## config.mk

```make
export PLATFORM = sky130hd
export DESIGN_NAME = serial_subtractor_ctrl
export DESIGN_NICKNAME = d
export VERILOG_FILES = /design/src/rtl/serial_subtractor_ctrl_pkg.sv /design/src/rtl/serial_subtractor_ctrl_full_subtractor_bit.sv /design/src/rtl/serial_subtractor_ctrl.sv
export SDC_FILE = /design/constraint.sdc
export NUM_CORES = 1
export LEC_CHECK = 0
export BUFFER_PORTS_ARGS = -buffer_cell sky130_fd_sc_hd__buf_2
export CORE_ASPECT_RATIO = 1.25
export CORE_MARGIN = 4
export CORE_UTILIZATION = 40
export DETAILED_ROUTE_END_ITERATION = 6
export SLEW_MARGIN = 20
export SYNTH_ARGS = -nofsm -noshare
export SYNTH_HDL_FRONTEND = slang
export SYNTH_SLANG_ARGS = --single-unit
```

## constraint.sdc

```tcl
create_clock -name clk -period 1.81 [get_ports clk]
set_clock_uncertainty 0.1 [all_clocks]
set_input_delay 0.362 -clock clk [delete_from_list [all_inputs] [get_ports clk]]
set_output_delay 0.362 -clock clk [all_outputs]
set_load 0.005 [all_outputs]
```

## src/rtl/serial_subtractor_ctrl_pkg.sv

```systemverilog
// Shared definitions for the bit-serial subtractor: FSM state encoding and
// the bit-counter width helper.
package serial_subtractor_ctrl_pkg;

    typedef enum logic [1:0] {
        ST_IDLE = 2'd0,
        ST_RUN  = 2'd1,
        ST_DONE = 2'd2
    } state_e;

    // Counter only has to reach WIDTH-1, so $clog2(WIDTH) bits suffice.
    function automatic int cnt_width(input int width);
        return (width < 2) ? 1 : $clog2(width);
    endfunction

endpackage

```

## src/rtl/serial_subtractor_ctrl_full_subtractor_bit.sv

```systemverilog
// One-bit full subtractor made of two half subtractors and an OR on the
// borrows; both outputs are forced low when disabled.
module full_subtractor_bit (
    input  logic x,
    input  logic y,
    input  logic bin,
    input  logic en,
    output logic d,
    output logic bout
);

    logic hs1_d;
    logic hs1_b;
    logic hs2_d;
    logic hs2_b;

    always_comb begin
        hs1_d = x ^ y;
        hs1_b = ~x & y;
        hs2_d = hs1_d ^ bin;
        hs2_b = ~hs1_d & bin;
        d     = en & hs2_d;
        bout  = en & (hs1_b | hs2_b);
    end

endmodule

```

## src/rtl/serial_subtractor_ctrl.sv

```systemverilog
// Bit-serial unsigned subtractor: runs one full-subtractor cell LSB-first for
// WIDTH cycles and publishes a - b plus the final borrow with a done pulse.
module serial_subtractor_ctrl
    import serial_subtractor_ctrl_pkg::*;
#(
    parameter int WIDTH = 8
) (
    input  logic             clk,
    input  logic             rst_n,
    input  logic             start,
    input  logic             abort,
    input  logic [WIDTH-1:0] a,
    input  logic [WIDTH-1:0] b,
    output logic             busy,
    output logic             done,
    output logic [WIDTH-1:0] diff,
    output logic             borrow_out
);

    localparam int CW = cnt_width(WIDTH);
    localparam logic [CW-1:0] LAST_BIT = CW'(WIDTH - 1);

    state_e           state_q, state_d;
    logic [CW-1:0]    cnt_q, cnt_d;
    logic [WIDTH-1:0] a_sr_q, a_sr_d;
    logic [WIDTH-1:0] b_sr_q, b_sr_d;
    logic             brw_q, brw_d;
    logic [WIDTH-2:0] res_q, res_d;
    logic             busy_q, busy_d;
    logic             done_q, done_d;
    logic [WIDTH-1:0] diff_q, diff_d;
    logic             bout_q, bout_d;

    logic             cell_en;
    logic             cell_d;
    logic             cell_bout;
    logic [WIDTH-1:0] res_shifted;

    assign cell_en = (state_q == ST_RUN);

    full_subtractor_bit u_cell (
        .x    (a_sr_q[0]),
        .y    (b_sr_q[0]),
        .bin  (brw_q),
        .en   (cell_en),
        .d    (cell_d),
        .bout (cell_bout)
    );

    // New bit enters at the MSB; after WIDTH shifts bit 0 is the LSB of a - b.
    assign res_shifted = {cell_d, res_q};

    always_comb begin
        state_d = state_q;
        cnt_d   = cnt_q;
        a_sr_d  = a_sr_q;
        b_sr_d  = b_sr_q;
        brw_d   = brw_q;
        res_d   = res_q;
        diff_d  = diff_q;
        bout_d  = bout_q;

        case (state_q)
            ST_IDLE: begin
                if (start && !abort) begin
                    state_d = ST_RUN;
                    a_sr_d  = a;
                    b_sr_d  = b;
                    brw_d   = 1'b0;
                    cnt_d   = '0;
                end
            end
            ST_RUN: begin
                if (abort) begin
                    state_d = ST_IDLE;
                end else begin
                    a_sr_d = a_sr_q >> 1;
                    b_sr_d = b_sr_q >> 1;
                    brw_d  = cell_bout;
                    res_d  = res_shifted[WIDTH-1:1];
                    if (cnt_q == LAST_BIT) begin
                        state_d = ST_DONE;
                        diff_d  = res_shifted;
                        bout_d  = cell_bout;
                    end else begin
                        cnt_d = cnt_q + CW'(1);
                    end
                end
            end
            ST_DONE: state_d = ST_IDLE;
            default: state_d = ST_IDLE;
        endcase

        // Status outputs are registered copies of the next state.
        busy_d = (state_d == ST_RUN);
        done_d = (state_d == ST_DONE);
    end

    always_ff @(posedge clk or negedge rst_n) begin
        if (!rst_n) begin
            state_q <= ST_IDLE;
            cnt_q   <= '0;
            a_sr_q  <= '0;
            b_sr_q  <= '0;
            brw_q   <= 1'b0;
            res_q   <= '0;
            busy_q  <= 1'b0;
            done_q  <= 1'b0;
            diff_q  <= '0;
            bout_q  <= 1'b0;
        end else begin
            state_q <= state_d;
            cnt_q   <= cnt_d;
            a_sr_q  <= a_sr_d;
            b_sr_q  <= b_sr_d;
            brw_q   <= brw_d;
            res_q   <= res_d;
            busy_q  <= busy_d;
            done_q  <= done_d;
            diff_q  <= diff_d;
            bout_q  <= bout_d;
        end
    end

    assign busy       = busy_q;
    assign done       = done_q;
    assign diff       = diff_q;
    assign borrow_out = bout_q;

endmodule

```

==> results.sh <==
export IMPL_fin_ws_ps=189
export IMPL_synth_area_leaders="dfrtp_1 (57%), o21ai_0 (9.9%), mux2i_1 (9.7%)"
export IMPL_grt_max_degree=22
export IMPL_hpwl_um=2340
export IMPL_ir_drop_mv=0.451
export IMPL_cts_tree="done"
export IMPL_fp_dieW_um=67.4
export IMPL_synth_flop_cell="dfrtp_1"
export IMPL_path_cells="ha_1 -> ha_1 -> nand2_1 -> nor2_8 -> mux2_2"
export IMPL_initialDrtViolationCount=44
export IMPL_yosysUniqueCellTypes=21
export IMPL_r2r_end="diff[6]"
export IMPL_slew_violations=0
export IMPL_setup_violations=0
export IMPL_slew_headroom_pct=67.1
export IMPL_yosysWarnings=0
export IMPL_fill_cells=430
export IMPL_crit_start="cnt_q[0]"
export IMPL_path_clk_slew_ps=70
export IMPL_gp_congestion=0.711
export IMPL_postPlaceCellArea_sq_um=1980
export IMPL_post_cts_buffers=0
export IMPL_post_route_min_period_ps=1620
export IMPL_antennaDiodeCount=0
export IMPL_synthTopCellsByCount="dfrtp_1 (40), o21ai_0 (35), mux2i_1 (17)"
export IMPL_ys_seq_elements=40
export IMPL_chipHeight_um=82.2
export IMPL_ff2ff_path_depth=5
export IMPL_cts_root_buf="clkbuf_8"
export IMPL_cp_slowest_cell="dfrtp_1"
export IMPL_nNetsFinal=201
export IMPL_via_per_inst=4.97
export IMPL_crit_family="simple AND/OR/NAND/NOR gates"
export IMPL_synthCells=140
export IMPL_grt_setup_unrepaired="no"
export IMPL_slowest_delay_ps=360
export IMPL_hold_viol=0
export IMPL_std_cell_rows=26
export IMPL_cts_htree_levels=2
export IMPL_rr_startpoint="cnt_q[0]"
export IMPL_hold_class="primary input to register"
export IMPL_boundaryPins=31
export IMPL_powerDensity_nw_per_um2=991
export IMPL_syn_to_final_growth_pct=18.3
export IMPL_dr_wl_met3_um=201
export IMPL_hp_start="a[7]"
export IMPL_synthesis_nets=163
export IMPL_async_flop_share_pct=100
export IMPL_post_place_ws_ps=176
export IMPL_cts_sinks=40
export IMPL_crit_fanout=10
export IMPL_ctsResizeCount=0
export IMPL_vias=1169
export IMPL_setup_tns_ps=0
export IMPL_maxCapViolCount=0
export IMPL_start_kind="register"
export IMPL_drt_pass1_iterations=5
export IMPL_status="complete, no violations"
export IMPL_grt_first_pass_wirelength_um=5690
export IMPL_antenna_found_initial=0
export IMPL_wire_per_inst_um=13.8
export IMPL_synth_enable_flop_cells=0
export IMPL_core_sq_um=4160
export IMPL_highest_signal_layer="met4"
export IMPL_cpMostUsedCell="ha_1"
export IMPL_wl_met2_um=1590
export IMPL_synth_top_area_share_pct=56.8
export IMPL_synth_cell_area_sq_um=1760
export IMPL_p_leak_nw=1.06
export IMPL_port_buffers=30
export IMPL_m1WireLength_um=1410
export IMPL_numCtsBuffers=5
export IMPL_min_path_cells=3
export IMPL_hold_end="a_sr_q[7]"
export IMPL_drive_gt1_share_pct=34.1
export IMPL_fmax_mhz=617
export IMPL_grt_pass1_vias=1223
export IMPL_worstPathRequired_ps=1880
export IMPL_clock_path_buffers=2
export IMPL_critPathCaptureType="register"
export IMPL_tightest_slew_ps=493
export IMPL_grt_overflow_total=0
export IMPL_final_antenna_net_count=0
export IMPL_start_util_pct=42.3
export IMPL_seq_area_frac_synth_pct=56.8
export IMPL_cp_arrival_ps=1690
export IMPL_yosysMostFrequentCell="dfrtp_1"
export IMPL_clock_latency_ps=280
export IMPL_path_buf_inv=0
export IMPL_path_class="register to register"
export IMPL_dieArea_sq_um=5540
export IMPL_final_area_sq_um=2080
export IMPL_wl_um=3250
export IMPL_min_period_over_period_pct=89.6
export IMPL_gr_usage_all_layers_pct=13.9
export IMPL_drc=0
export IMPL_yosys_area_top_type="dfrtp_1"
export IMPL_syn_area_per_cell_sq_um=12.6
export IMPL_r2r_setup_slack_ps=190
[layer usage]
metal,up-vias,global-route usage [%]
li1,564,-
met1,565,16.1
met2,34,24.2
met3,6,3.65
met4,0,5.48
met5,-,0
[report_power, final]
group / switching, mW / internal [mW] / leakage (nW) / total [mW]
Combinational: 0.143 / 0.197 / 0.501 / 0.340
Sequential: 0.101 / 1.05 / 0.517 / 1.15
Clock: 0.270 / 0.310 / 0.0455 / 0.580
Total: 0.513 / 1.55 / 1.06 / 2.07
[kinds of logic after synthesis]
| group | synth area share (%) |
|---|---|
| muxes | 20.5 |
| buffers and inverters | 4.12 |
| and+or+nand+nor | 5.75 |
| AOI/OAI and AO/OA | 10.2 |
| adders and majority gates | 2.56 |
| DFF | 56.8 |
[tightest hold or removal path: stages]
cell     delay, ps
buf_2          100
nand3_1         70
o21ai_0         60
[registers in the layout (all words and copies together) (netlist names)]
register / flops
brw_q: 1
busy: 1
borrow_out: 1
state_q: 2
cnt_q: 3
diff: 8
done: 1
b_sr_q: 8
a_sr_q: 8
res_q: 7
[cells in the final DEF, fill, tap and decap left out]
cell type	Yosys	final
clkbuf_1	3	2
or2_1	1	1
fa_1	1	1
ha_1	2	2
nor2_8	1	1
o21ai_0	35	35
nand3b_2	1	1
buf_2	1	30
nand3_1	2	2
o21ai_1	1	1
inv_1	6	6
dlygate4sd3_1	0	1
mux2_2	9	9
nor2b_1	1	1
and2b_2	1	1
or3b_1	1	1
mux2_4	6	6
nor2_1	3	3
nand2_1	5	5
clkbuf_8	0	6
dfrtp_1	40	40
mux2i_1	17	17
buf_4	0	7
[through the flow]
step / hold WS [ps] / util, % / total power, mW / std cells
6_report: 251 / 50.1 / 2.07 / 235
2_1_floorplan: -33.6 / - / 1.39 / 140
5_1_grt: 260 / 50.1 / 2.22 / 235
4_1_cts: 237 / 50.1 / 2.11 / 235
3_3_place_gp: 244 / 47.7 / 1.49 / 226
3_5_place_dp: 246 / 47.7 / 1.51 / 226
[layout make-up]
cell class | count | area (sq um) | share of cell area [%]
tap | 56 | 70.1 | 3.36
clock buffer | 8 | 90.1 | 4.32
timing repair buffer | 38 | 213 | 10.2
multi-input combinational | 87 | 688 | 33.0
sequential | 40 | 1000 | 48.0
inverter | 6 | 22.5 | 1.08
[repair_timing]
item | CTS | global route
endpoints found under the setup margin | 0 | 0
hold buffers | 1 | 0
hold endpoints to repair | 19 | 0
[worst max path at each step]
stage / endpoint / cells after the start
2_1_floorplan: cnt_q[0] / 5
3_3_place_gp: res_q[0] / 3
3_5_place_dp: diff[6] / 5
4_1_cts: diff[6] / 5
5_1_grt: diff[3] / 5
6_report: diff[6] / 5
Power figures use the tool's default switching activity.
